===== config.mk =====
export PLATFORM = sky130hd
export DESIGN_NAME = ex_muldiv_flat
export DESIGN_NICKNAME = d
export VERILOG_FILES = /design/src/rtl/ex_muldiv_pkg.sv /design/src/rtl/ex_muldiv_if.sv /design/src/rtl/ex_muldiv_div_radix2.sv /design/src/rtl/ex_muldiv.sv /design/src/flat_wrapper.sv
export SDC_FILE = /design/constraint.sdc
export NUM_CORES = 2
export LEC_CHECK = 0
export CORE_MARGIN = 3
export CORE_UTILIZATION = 40
export CTS_BUF_LIST = sky130_fd_sc_hd__clkbuf_4
export DETAILED_ROUTE_END_ITERATION = 6
export PLACE_DENSITY = 0.52
export SETUP_SLACK_MARGIN = 0.15
export SYNTH_ARGS = -nofsm -noshare
export SYNTH_HDL_FRONTEND = slang
export SYNTH_SLANG_ARGS = --single-unit

===== constraint.sdc =====
create_clock -name clk -period 21 [get_ports clk]
set_input_delay 3.15 -clock clk [delete_from_list [all_inputs] [get_ports clk]]
set_output_delay 3.15 -clock clk [all_outputs]
set_load 0.05 [all_outputs]

===== src/rtl/ex_muldiv_pkg.sv =====
// Shared constants for the RV32M/RV64M multiply/divide unit: M-extension
// function codes, FSM state encodings and default parameters.
package ex_muldiv_pkg;

    localparam int DEFAULT_XLEN    = 32;
    localparam int DEFAULT_MUL_LAT = 2;

    localparam logic [6:0] FUNCT7_MULDIV = 7'b0000001;

    localparam logic [2:0] F3_MUL    = 3'b000;
    localparam logic [2:0] F3_MULH   = 3'b001;
    localparam logic [2:0] F3_MULHSU = 3'b010;
    localparam logic [2:0] F3_MULHU  = 3'b011;
    localparam logic [2:0] F3_DIV    = 3'b100;
    localparam logic [2:0] F3_DIVU   = 3'b101;
    localparam logic [2:0] F3_REM    = 3'b110;
    localparam logic [2:0] F3_REMU   = 3'b111;

    localparam logic [2:0] ST_IDLE      = 3'd0;
    localparam logic [2:0] ST_MUL       = 3'd1;
    localparam logic [2:0] ST_DIV_SETUP = 3'd2;
    localparam logic [2:0] ST_DIV_ITER  = 3'd3;
    localparam logic [2:0] ST_DIV_FIX   = 3'd4;
    localparam logic [2:0] ST_DONE      = 3'd5;

    function automatic logic is_div_op(input logic [2:0] funct3);
        return funct3[2];
    endfunction

    // DIV and REM are signed; DIVU and REMU carry funct3[0] set.
    function automatic logic is_signed_div(input logic [2:0] funct3);
        return funct3[2] & ~funct3[0];
    endfunction

endpackage


===== src/rtl/ex_muldiv_if.sv =====
// Execute-stage handshake to the multiply/divide unit: operation launch,
// abort, pipeline hold and the registered result.
interface ex_muldiv_if #(parameter int XLEN = 32);

    logic            start_i;
    logic [2:0]      funct3_i;
    logic [XLEN-1:0] rs1_i;
    logic [XLEN-1:0] rs2_i;
    logic [4:0]      wd_i;
    logic            flush_i;
    logic            stall_req_o;
    logic            busy_o;
    logic            done_o;
    logic [XLEN-1:0] result_o;
    logic [4:0]      wd_o;
    logic            wreg_o;

    modport master (
        output start_i, funct3_i, rs1_i, rs2_i, wd_i, flush_i,
        input  stall_req_o, busy_o, done_o, result_o, wd_o, wreg_o
    );

    modport slave (
        input  start_i, funct3_i, rs1_i, rs2_i, wd_i, flush_i,
        output stall_req_o, busy_o, done_o, result_o, wd_o, wreg_o
    );

endinterface


===== src/rtl/ex_muldiv_div_radix2.sv =====
// Unsigned radix-2 restoring divider. The load cycle already performs the
// first step, so XLEN steps finish XLEN edges after start.
module div_radix2 #(
    parameter int XLEN = 32
) (
    input  logic            clk,
    input  logic            rst,
    input  logic            flush,
    input  logic            start,
    input  logic [XLEN-1:0] dividend,
    input  logic [XLEN-1:0] divisor,
    output logic            done,
    output logic [XLEN-1:0] quotient,
    output logic [XLEN-1:0] remainder
);

    localparam int CW = $clog2(XLEN + 1);

    logic [XLEN-1:0]   rem_r;
    logic [XLEN-1:0]   quo_r;
    logic [XLEN-1:0]   dsr_r;
    logic [CW-1:0]     cnt_r;
    logic              run_r;
    logic [2*XLEN-1:0] step_s;

    // One shift-compare-subtract step; returns {remainder, quotient/dividend}.
    function automatic logic [2*XLEN-1:0] div_step(
        input logic [XLEN-1:0] rem,
        input logic [XLEN-1:0] quo,
        input logic [XLEN-1:0] dsr
    );
        logic [XLEN:0] sh;
        logic [XLEN:0] diff;
        sh   = {rem, quo[XLEN-1]};
        diff = sh - {1'b0, dsr};
        if (sh >= {1'b0, dsr}) begin
            return {diff[XLEN-1:0], quo[XLEN-2:0], 1'b1};
        end else begin
            return {sh[XLEN-1:0], quo[XLEN-2:0], 1'b0};
        end
    endfunction

    // Select operands for this cycle's step: fresh load or running state.
    always_comb begin
        step_s = {2*XLEN{1'b0}};
        if (start) begin
            step_s = div_step({XLEN{1'b0}}, dividend, divisor);
        end else begin
            step_s = div_step(rem_r, quo_r, dsr_r);
        end
    end

    // Datapath and iteration counter.
    always_ff @(posedge clk or posedge rst) begin
        if (rst) begin
            rem_r <= {XLEN{1'b0}};
            quo_r <= {XLEN{1'b0}};
            dsr_r <= {XLEN{1'b0}};
            cnt_r <= {CW{1'b0}};
            run_r <= 1'b0;
        end else if (flush) begin
            run_r <= 1'b0;
            cnt_r <= {CW{1'b0}};
        end else if (start) begin
            rem_r <= step_s[2*XLEN-1:XLEN];
            quo_r <= step_s[XLEN-1:0];
            dsr_r <= divisor;
            cnt_r <= CW'(XLEN - 1);
            run_r <= 1'b1;
        end else if (run_r) begin
            rem_r <= step_s[2*XLEN-1:XLEN];
            quo_r <= step_s[XLEN-1:0];
            cnt_r <= cnt_r - CW'(1);
            run_r <= (cnt_r != CW'(1));
        end else begin
            run_r <= 1'b0;
        end
    end

    // High while the final step is being committed at the coming edge.
    assign done      = run_r & (cnt_r == CW'(1));
    assign quotient  = quo_r;
    assign remainder = rem_r;

endmodule


===== src/rtl/ex_muldiv.sv =====
// Multi-cycle M-extension unit beside execute: pipelined multiply, iterative
// signed/unsigned divide with a one-cycle fast path for /0 and MIN/-1.
module ex_muldiv
    import ex_muldiv_pkg::*;
#(
    parameter int XLEN    = DEFAULT_XLEN,
    parameter int MUL_LAT = DEFAULT_MUL_LAT
) (
    input logic        clk,
    input logic        rst,
    ex_muldiv_if.slave bus
);

    localparam int              CW      = $clog2(MUL_LAT + 1);
    localparam logic [XLEN-1:0] MIN_VAL = {1'b1, {(XLEN-1){1'b0}}};

    logic [2:0]        state_r;
    logic [2:0]        state_nxt_s;
    logic [2:0]        f3_r;
    logic [XLEN-1:0]   a_r;
    logic [XLEN-1:0]   b_r;
    logic [4:0]        wd_lat_r;
    logic [CW-1:0]     mul_cnt_r;
    logic              neg_q_r;
    logic              neg_r_r;
    logic [XLEN-1:0]   result_r;
    logic [4:0]        wd_r;
    logic              done_r;

    logic              launch_s;
    logic              busy_s;
    logic              fast_zero_s;
    logic              fast_ovf_s;
    logic [XLEN-1:0]   fast_res_s;
    logic [2*XLEN-1:0] op_a_s;
    logic [2*XLEN-1:0] op_b_s;
    logic [2*XLEN-1:0] prod_s;
    logic [2*XLEN-1:0] prod_tap_s;
    logic [XLEN-1:0]   mul_res_s;
    logic              a_neg_s;
    logic              b_neg_s;
    logic [XLEN-1:0]   abs_a_s;
    logic [XLEN-1:0]   abs_b_s;
    logic              div_done_s;
    logic [XLEN-1:0]   div_quo_s;
    logic [XLEN-1:0]   div_rem_s;
    logic [XLEN-1:0]   fix_res_s;
    logic [XLEN-1:0]   res_next_s;
    logic [4:0]        wd_next_s;

    assign launch_s    = (state_r == ST_IDLE) & bus.start_i & ~bus.flush_i;
    assign busy_s      = (state_r != ST_IDLE) & (state_r != ST_DONE);
    assign fast_zero_s = is_div_op(bus.funct3_i) & (bus.rs2_i == {XLEN{1'b0}});
    assign fast_ovf_s  = is_signed_div(bus.funct3_i) & (bus.rs1_i == MIN_VAL) &
                         (bus.rs2_i == {XLEN{1'b1}});

    // Fast-path result; funct3[1] distinguishes REM* from DIV*.
    always_comb begin
        fast_res_s = {XLEN{1'b0}};
        if (fast_zero_s) begin
            fast_res_s = bus.funct3_i[1] ? bus.rs1_i : {XLEN{1'b1}};
        end else if (fast_ovf_s) begin
            fast_res_s = bus.funct3_i[1] ? {XLEN{1'b0}} : MIN_VAL;
        end else begin
            fast_res_s = {XLEN{1'b0}};
        end
    end

    // Sign-extending to 2*XLEN keeps the low 2*XLEN product bits exact for
    // every signedness combination.
    assign op_a_s = {{XLEN{a_r[XLEN-1] & ((f3_r == F3_MULH) | (f3_r == F3_MULHSU))}}, a_r};
    assign op_b_s = {{XLEN{b_r[XLEN-1] & (f3_r == F3_MULH)}}, b_r};
    assign prod_s = op_a_s * op_b_s;

    generate
        if (MUL_LAT == 1) begin : g_no_pipe
            assign prod_tap_s = prod_s;
        end else begin : g_pipe
            logic [2*XLEN-1:0] pipe_r [MUL_LAT-1];

            // Product retiming stages; the result register is the last stage.
            always_ff @(posedge clk or posedge rst) begin
                if (rst) begin
                    for (int i = 0; i < MUL_LAT - 1; i++) begin
                        pipe_r[i] <= {2*XLEN{1'b0}};
                    end
                end else begin
                    pipe_r[0] <= prod_s;
                    for (int i = 1; i < MUL_LAT - 1; i++) begin
                        pipe_r[i] <= pipe_r[i-1];
                    end
                end
            end

            assign prod_tap_s = pipe_r[MUL_LAT-2];
        end
    endgenerate

    assign mul_res_s = (f3_r == F3_MUL) ? prod_tap_s[XLEN-1:0] : prod_tap_s[2*XLEN-1:XLEN];

    assign a_neg_s = is_signed_div(f3_r) & a_r[XLEN-1];
    assign b_neg_s = is_signed_div(f3_r) & b_r[XLEN-1];
    assign abs_a_s = a_neg_s ? ({XLEN{1'b0}} - a_r) : a_r;
    assign abs_b_s = b_neg_s ? ({XLEN{1'b0}} - b_r) : b_r;

    div_radix2 #(.XLEN(XLEN)) u_div (
        .clk       (clk),
        .rst       (rst),
        .flush     (bus.flush_i),
        .start     (state_r == ST_DIV_SETUP),
        .dividend  (abs_a_s),
        .divisor   (abs_b_s),
        .done      (div_done_s),
        .quotient  (div_quo_s),
        .remainder (div_rem_s)
    );

    // Sign correction of the unsigned divider outputs.
    always_comb begin
        fix_res_s = {XLEN{1'b0}};
        if (f3_r[1]) begin
            fix_res_s = neg_r_r ? ({XLEN{1'b0}} - div_rem_s) : div_rem_s;
        end else begin
            fix_res_s = neg_q_r ? ({XLEN{1'b0}} - div_quo_s) : div_quo_s;
        end
    end

    // Next-state logic; a flush outside IDLE always wins.
    always_comb begin
        state_nxt_s = state_r;
        case (state_r)
            ST_IDLE: begin
                if (!launch_s) begin
                    state_nxt_s = ST_IDLE;
                end else if (!is_div_op(bus.funct3_i)) begin
                    state_nxt_s = ST_MUL;
                end else if (fast_zero_s | fast_ovf_s) begin
                    state_nxt_s = ST_DONE;
                end else begin
                    state_nxt_s = ST_DIV_SETUP;
                end
            end
            ST_MUL:       state_nxt_s = (mul_cnt_r == CW'(MUL_LAT - 1)) ? ST_DONE : ST_MUL;
            ST_DIV_SETUP: state_nxt_s = ST_DIV_ITER;
            ST_DIV_ITER:  state_nxt_s = div_done_s ? ST_DIV_FIX : ST_DIV_ITER;
            ST_DIV_FIX:   state_nxt_s = ST_DONE;
            ST_DONE:      state_nxt_s = ST_IDLE;
            default:      state_nxt_s = ST_IDLE;
        endcase
        if (bus.flush_i && (state_r != ST_IDLE)) begin
            state_nxt_s = ST_IDLE;
        end else begin
            state_nxt_s = state_nxt_s;
        end
    end

    // Result source for the edge that enters DONE.
    always_comb begin
        res_next_s = result_r;
        wd_next_s  = wd_r;
        case (state_r)
            ST_IDLE: begin
                res_next_s = fast_res_s;
                wd_next_s  = bus.wd_i;
            end
            ST_MUL: begin
                res_next_s = mul_res_s;
                wd_next_s  = wd_lat_r;
            end
            ST_DIV_FIX: begin
                res_next_s = fix_res_s;
                wd_next_s  = wd_lat_r;
            end
            default: begin
                res_next_s = result_r;
                wd_next_s  = wd_r;
            end
        endcase
    end

    // FSM, operand latches, sign flags and registered outputs.
    always_ff @(posedge clk or posedge rst) begin
        if (rst) begin
            state_r   <= ST_IDLE;
            f3_r      <= 3'b000;
            a_r       <= {XLEN{1'b0}};
            b_r       <= {XLEN{1'b0}};
            wd_lat_r  <= 5'd0;
            mul_cnt_r <= {CW{1'b0}};
            neg_q_r   <= 1'b0;
            neg_r_r   <= 1'b0;
            result_r  <= {XLEN{1'b0}};
            wd_r      <= 5'd0;
            done_r    <= 1'b0;
        end else begin
            state_r <= state_nxt_s;
            done_r  <= (state_nxt_s == ST_DONE);
            if (launch_s) begin
                f3_r      <= bus.funct3_i;
                a_r       <= bus.rs1_i;
                b_r       <= bus.rs2_i;
                wd_lat_r  <= bus.wd_i;
                mul_cnt_r <= {CW{1'b0}};
            end else if (state_r == ST_MUL) begin
                mul_cnt_r <= mul_cnt_r + CW'(1);
            end else begin
                mul_cnt_r <= mul_cnt_r;
            end
            if (state_r == ST_DIV_SETUP) begin
                neg_q_r <= a_neg_s ^ b_neg_s;
                neg_r_r <= a_neg_s;
            end else begin
                neg_q_r <= neg_q_r;
                neg_r_r <= neg_r_r;
            end
            if (state_nxt_s == ST_DONE) begin
                result_r <= res_next_s;
                wd_r     <= wd_next_s;
            end else begin
                result_r <= result_r;
                wd_r     <= wd_r;
            end
        end
    end

    // Reset gating keeps the hold request low while rst is asserted.
    assign bus.stall_req_o = ~rst & (launch_s | busy_s);
    assign bus.busy_o      = busy_s;
    assign bus.done_o      = done_r;
    assign bus.wreg_o      = done_r;
    assign bus.result_o    = result_r;
    assign bus.wd_o        = wd_r;

endmodule


===== src/flat_wrapper.sv =====
// flat-port wrapper written by rule: the top's interface ports become plain ports
module ex_muldiv_flat import ex_muldiv_pkg::*;
#(
    parameter int XLEN    = DEFAULT_XLEN,
    parameter int MUL_LAT = DEFAULT_MUL_LAT
)
  (clk, rst, bus_start_i, bus_funct3_i, bus_rs1_i, bus_rs2_i, bus_wd_i, bus_flush_i, bus_stall_req_o, bus_busy_o, bus_done_o, bus_result_o, bus_wd_o, bus_wreg_o);
  ex_muldiv_if #(.XLEN(XLEN)) bus_i ();
  input logic clk;
  input logic rst;
  input wire logic [$bits(bus_i.start_i)-1:0] bus_start_i;
  input wire logic [$bits(bus_i.funct3_i)-1:0] bus_funct3_i;
  input wire logic [$bits(bus_i.rs1_i)-1:0] bus_rs1_i;
  input wire logic [$bits(bus_i.rs2_i)-1:0] bus_rs2_i;
  input wire logic [$bits(bus_i.wd_i)-1:0] bus_wd_i;
  input wire logic [$bits(bus_i.flush_i)-1:0] bus_flush_i;
  output wire logic [$bits(bus_i.stall_req_o)-1:0] bus_stall_req_o;
  output wire logic [$bits(bus_i.busy_o)-1:0] bus_busy_o;
  output wire logic [$bits(bus_i.done_o)-1:0] bus_done_o;
  output wire logic [$bits(bus_i.result_o)-1:0] bus_result_o;
  output wire logic [$bits(bus_i.wd_o)-1:0] bus_wd_o;
  output wire logic [$bits(bus_i.wreg_o)-1:0] bus_wreg_o;
  assign bus_i.start_i = bus_start_i;
  assign bus_i.funct3_i = bus_funct3_i;
  assign bus_i.rs1_i = bus_rs1_i;
  assign bus_i.rs2_i = bus_rs2_i;
  assign bus_i.wd_i = bus_wd_i;
  assign bus_i.flush_i = bus_flush_i;
  assign bus_stall_req_o = bus_i.stall_req_o;
  assign bus_busy_o = bus_i.busy_o;
  assign bus_done_o = bus_i.done_o;
  assign bus_result_o = bus_i.result_o;
  assign bus_wd_o = bus_i.wd_o;
  assign bus_wreg_o = bus_i.wreg_o;
  ex_muldiv #(.XLEN(XLEN), .MUL_LAT(MUL_LAT)) u_core (.clk(clk), .rst(rst), .bus(bus_i));
endmodule

# Word level (Yosys, flattened, before mapping)
# Cells that the tools add are included.
op_classes:
  n_mul: 1
  bitwise_logic: 22
  magnitude_cmp: 2
  n_reduce_logical: 15
  eq_ne: 13
  add_sub_neg: 8
  mux: 34
op_table:
  columns: ["cell", "n"]
  rows:
  - ["$mux 32", 14]
  - ["$mux 64", 3]
  - ["$sub 1x32->32 const A", 4]
  - ["$pmux 32 s3", 1]
  - ["$eq 32x32->1 const B", 2]
  - ["$mul 33x33->64", 1]
  - ["$ge 33x32->1", 1]
  - ["$ge 1x32->1", 1]
  - ["$logic_not 32->1", 1]
  - ["$sub 1x32->32", 1]
  - ["$sub 32x32->32", 1]
  - ["$mux 3", 6]
  - ["$mux 6", 3]
  - ["$pmux 3 s5", 1]
  - ["$and 1x1->1", 14]
  - ["$pmux 5 s2", 1]
  - ["$eq 3x2->1 const B", 3]
  - ["$reduce_bool 3->1", 3]
  - ["$reduce_and 2->1", 4]
  - ["$eq 3x1->1 const B", 2]
  - ["$eq 3x3->1 const B", 2]
  - ["$eq 6x1->1 const B", 1]
  - ["$logic_not 3->1", 2]
  - ["$ne 6x1->1 const B", 1]
  - ["other kinds (12)", 22]
word_totals:
  reg_bits: 284
  input_bits: 76
  wordCells: 112

# Depth between registers and ports, before layout
depth:
  depth_word: 12
  ltp_mapped: 31

# Hierarchy
# From an unflattened synthesis, not the netlist that was laid out.
hier_totals:
  hier_cells: 6037
  hier_area_um2: 54419.7
by_module_without_submodules:
  columns: ["module", "area_per_inst_um2", "instances", "seq_area_each_um2", "cells_per_inst"]
  rows:
  - ["ex_muldiv", 47936.0, 1, 4529.3, 5296]
  - ["div_radix2", 6483.7, 1, 2577.5, 741]

# Least setup slack after synthesis
# Ideal clock, no wire load.
synth_path:
  path_kind: "input-to-output"
  startpoint: "in rst"
  endpoint: "out bus_stall_req_o"
  stages: 2
  t_arrival_ns: 9.804
  required_time_ns: 17.850
  setup_slack_ns: 8.046
  path_buffers: 0
  cell_sequence: "inv_1 -> o21a_1"
synth_between:
  elab_chain_cells: 2
synth_rtl:
  columns: ["element", "line", "source"]
  rows:
  - ["start: declaration", "flat_wrapper.sv:10", "input logic rst;"]
  - ["$not 1->1", "ex_muldiv.sv:227", "assign bus.stall_req_o = ~rst & (launch_s | busy_s);"]
  - ["$and 1x1->1", "ex_muldiv.sv:227", null]
  - ["end: declaration", "flat_wrapper.sv:17", "output wire logic [$bits(bus_i.stall_req_o)-1:0] bus_stall_req_o;"]
# No other way between the ends.

# Worst setup path in the final report
layout_path:
  startpoint: "reg u_core.f3_r[1]"
  endpoint: "reg u_core.g_pipe.pipe_r[63] in the netlist's numbering"
layout_between:
  elab_chain_cells: 4
layout_rtl:
  columns: ["element", "line", "source"]
  rows:
  - ["start: declaration", "ex_muldiv.sv:19", "logic [2:0] f3_r;"]
  - ["start signal: assignment", "ex_muldiv.sv:199", "f3_r <= bus.funct3_i;"]
  - ["$eq 3x1->1 / $eq 3x2->1 (equally long branches)", "ex_muldiv.sv:71, ex_muldiv.sv:72", null]
  - ["$or 1x1->1", "ex_muldiv.sv:71", "assign op_a_s = {{XLEN{a_r[XLEN-1] & ((f3_r == F3_MULH) | (f3_r == F3_MULHSU))}}, a_r};"]
  - ["$and 1x1->1", "ex_muldiv.sv:71", null]
  - ["$mul 33x33->64 (*)", "ex_muldiv.sv:73", "assign prod_s = op_a_s * op_b_s;"]
  - ["named net u_core.prod_s[63]", "ex_muldiv.sv:37", "logic [2*XLEN-1:0] prod_s;"]
  - ["end signal: indexed assignment", "ex_muldiv.sv:85", "pipe_r[i] <= {2*XLEN{1'b0}};"]
  - ["end signal: indexed assignment", "ex_muldiv.sv:90", "pipe_r[i] <= pipe_r[i-1];"]
  - ["end: declaration", "ex_muldiv.sv:79", "logic [2*XLEN-1:0] pipe_r [MUL_LAT-1];"]
# The timed path passes the listed nets; every way through them passes the cells marked *.
# A chain may end at the register's enable or synchronous reset.

==> results.ini <==
[logic_synthesis]
synth_area_leaders = fa_1, dfrtp_1, inv_1
synth_edf_count = 0
synthTopCellsByCount = inv_1, nand2_1, fa_1, and2_1, clkbuf_1
syn_nets = 7735
synth_top_area_share_pct = 40.8
yosysUniqueCellTypes = 73
yosysSeqAreaShare_pct = 12.9
syn_inst = 6280
yosys.cell_count.top_type = inv_1
ys_ff_latch = 284
async_flop_share_pct = 100
synthesis.area_um2 = 55200
yosysWarnings = 0
syn_avg_cell_area_um2 = 8.80
yosysTopAreaCell = fa_1
ys.flop_type = dfrtp_1

[finish]
nets = 7633
syn_to_final_growth_pct = 6.70
drive_gt1_share_pct = 4.76

[setup_path]
startpoint = u_core.f3_r[1]
endpoint_kind = flip-flop
critPathMaxStageDelay_ns = 0.91
crit_arrival_ns = 10.65
critPathTopFamily = adder cells
cp-start-kind = flip-flop
crit_top_cell = fa_1
cpMaxStageDelayCell = fa_1
cp-endpoint = u_core.g_pipe.pipe_r[63]
cp_max_fo = 70
worst-setup-path-type = flip-flop to flip-flop
rr_endpoint = u_core.g_pipe.pipe_r[63]
rr_worst_depth = 29
timing.rr.start = u_core.f3_r[1]
worst-path-buf-inv = 9
worst-path-stages = 29
reg2reg_setup_slack_ns = 11.13
cp.required_ns = 21.78

[routing]
wirelength_um = 184000
firstDrtPassIters = 6
drt-wirelength-per-cell_um = 23.0
postRouteAntennaNets = 0
viasPerCell = 5.37
num_vias = 43068
drt_iter0_markers = 3770
drc_errors = 0

[timing]
tightestPinTransition_ns = 1.20
period_needed_ns = 9.87
setup_viol = 0
tns_ns = 0
finalMaxSlewViolations = 0
relSlewSlack_pct = 17.7
skew_ns = 0.111
fin_crit_sh_pct = 47.0
hold_viol = 0
fmax_mhz = 101
rsz0062_at_grt = false

[cts]
cts.sinks = 284
cts_tree = yes
cts_buffers = 80
clockRootBuffer = clkbuf_4
cts_setup_buffers = 0
htreeDepth = 3
path_clk_slew_ns = 0.08
clock_path_buffers = 3
clkLatencyLatePin_ns = 0.88
cts_resized = 0
cts_hold_buf = 0

[placement]
gp_congestion = 0.908
io_buffers = 116
hpwl_um = 141000

[floorplanning]
die_area_um2 = 143000
start_util_pct = 40.5
io_pins = 117
core-area_um2 = 136000
die_y_um = 378
die_x_um = 378
rows = 135

[global_route]
grt_pass1_vias = 44866
grt_overflow = 0
grt_pass1_wl_um = 283000
grt_use_total_pct = 26.3
antenna_found_initial = 13
grt_max_degree = 98

[flow_run]
cap_violations = 0

[hold_path]
hp-class = flip-flop to flip-flop
whs_path_depth = 2
hold_start = u_core.wd_lat_r[4]

[run_status]
outcome = finished clean

flip-flops by register name (all words and copies together), names as in the netlist:
signal and count:
u_core.a_r 32, u_core.b_r 32, u_core.bus.done_o 1, u_core.bus.result_o 32, u_core.bus.wd_o 5, u_core.f3_r 3, u_core.g_pipe.pipe_r 64, u_core.mul_cnt_r 2
u_core.neg_q_r 1, u_core.neg_r_r 1, u_core.state_r 3, u_core.u_div.cnt_r 6, u_core.u_div.dsr_r 32, u_core.u_div.quotient 32, u_core.u_div.remainder 32, u_core.u_div.run_r 1
u_core.wd_lat_r 5
tightest hold or removal path: stages, from the launching register on:
cell and delay (ns):
dfrtp_1 0.34, nand2_1 0.05, nand2_1 0.06
stage by stage:
step                setup slack [ns]  area [um^2]  hold slack [ns]  std cells  utilization [%]
global placement               11.22        57900            0.458       7877             42.5
global route                   10.44        58900            0.490       8021             43.2
floorplan                       8.05        55200            0.445       6280                -
finish                         11.13        58900            0.472       8023             43.2
detailed placement             11.10        57900            0.463       7877             42.5
CTS                            11.08        58900            0.477       8020             43.2
final cells by class:
type | count | area [um^2]
antenna | 3 | 7.51
clock buffer | 115 | 863
clock inverter | 28 | 176
fill | 13680 | 77400
inverter | 1232 | 4630
multi-input combinational | 4371 | 42000
sequential | 284 | 7120
tap | 1781 | 2230
timing repair buffer | 209 | 1860
per-layer routing:
metal	GRT usage, %	wire length, um
met2	41.5	84000
met3	4.94	13600
met1	37.1	81200
met4	6.96	5310
met5	0	40
cells by family after synthesis:
logic type,share of synthesized area (%)
AND/OR/NAND/NOR,16.8
adder cells (fa/ha/maj),46.5
buffers and inverters,11.1
XOR/XNOR,3.36
multiplexers,1.18
flip-flops,12.9
AO/OA/AOI/OAI,8.20
cells in the final DEF (no fill, tap or decap), drive strengths merged, types with 9 or more instances in the layout:
master         instances
xnor2                132
clkdlybuf4s50        116
ha                   253
clkinv                22
nand4                 40
a21o                  50
o31ai                 43
and2                 333
mux2i                 57
clkbuf               115
nand2               1135
dfrtp                284
o41ai                 18
o211ai                59
o21ai                186
or2                   21
a31oi                 28
xor2                  80
and4                   9
a41oi                 16
nor2                 212
nor3                  44
buf                   93
fa                  1126
or4                   22
or3                   34
a21oi                187
nor4                  34
inv                 1236
nand3                 40
and3                  11
o21bai                11
o21a                  15
nor2b                 20
nand2b                23
a211oi                32
how the worst min path moves through the flow:
stage | end | slack (ns)
6_report | u_core.wd_lat_r[4] | 0.47
2_1_floorplan | u_core.wd_lat_r[0] | 0.44
5_1_grt | u_core.wd_lat_r[2] | 0.49
3_3_place_gp | u_core.b_r[21] | 0.46
4_1_cts | u_core.wd_lat_r[4] | 0.48
3_5_place_dp | u_core.wd_lat_r[4] | 0.46
Power is left out: the tool's default activity adds up to more than one toggle a clock period on the data nets, which glitch-free logic cannot reach.
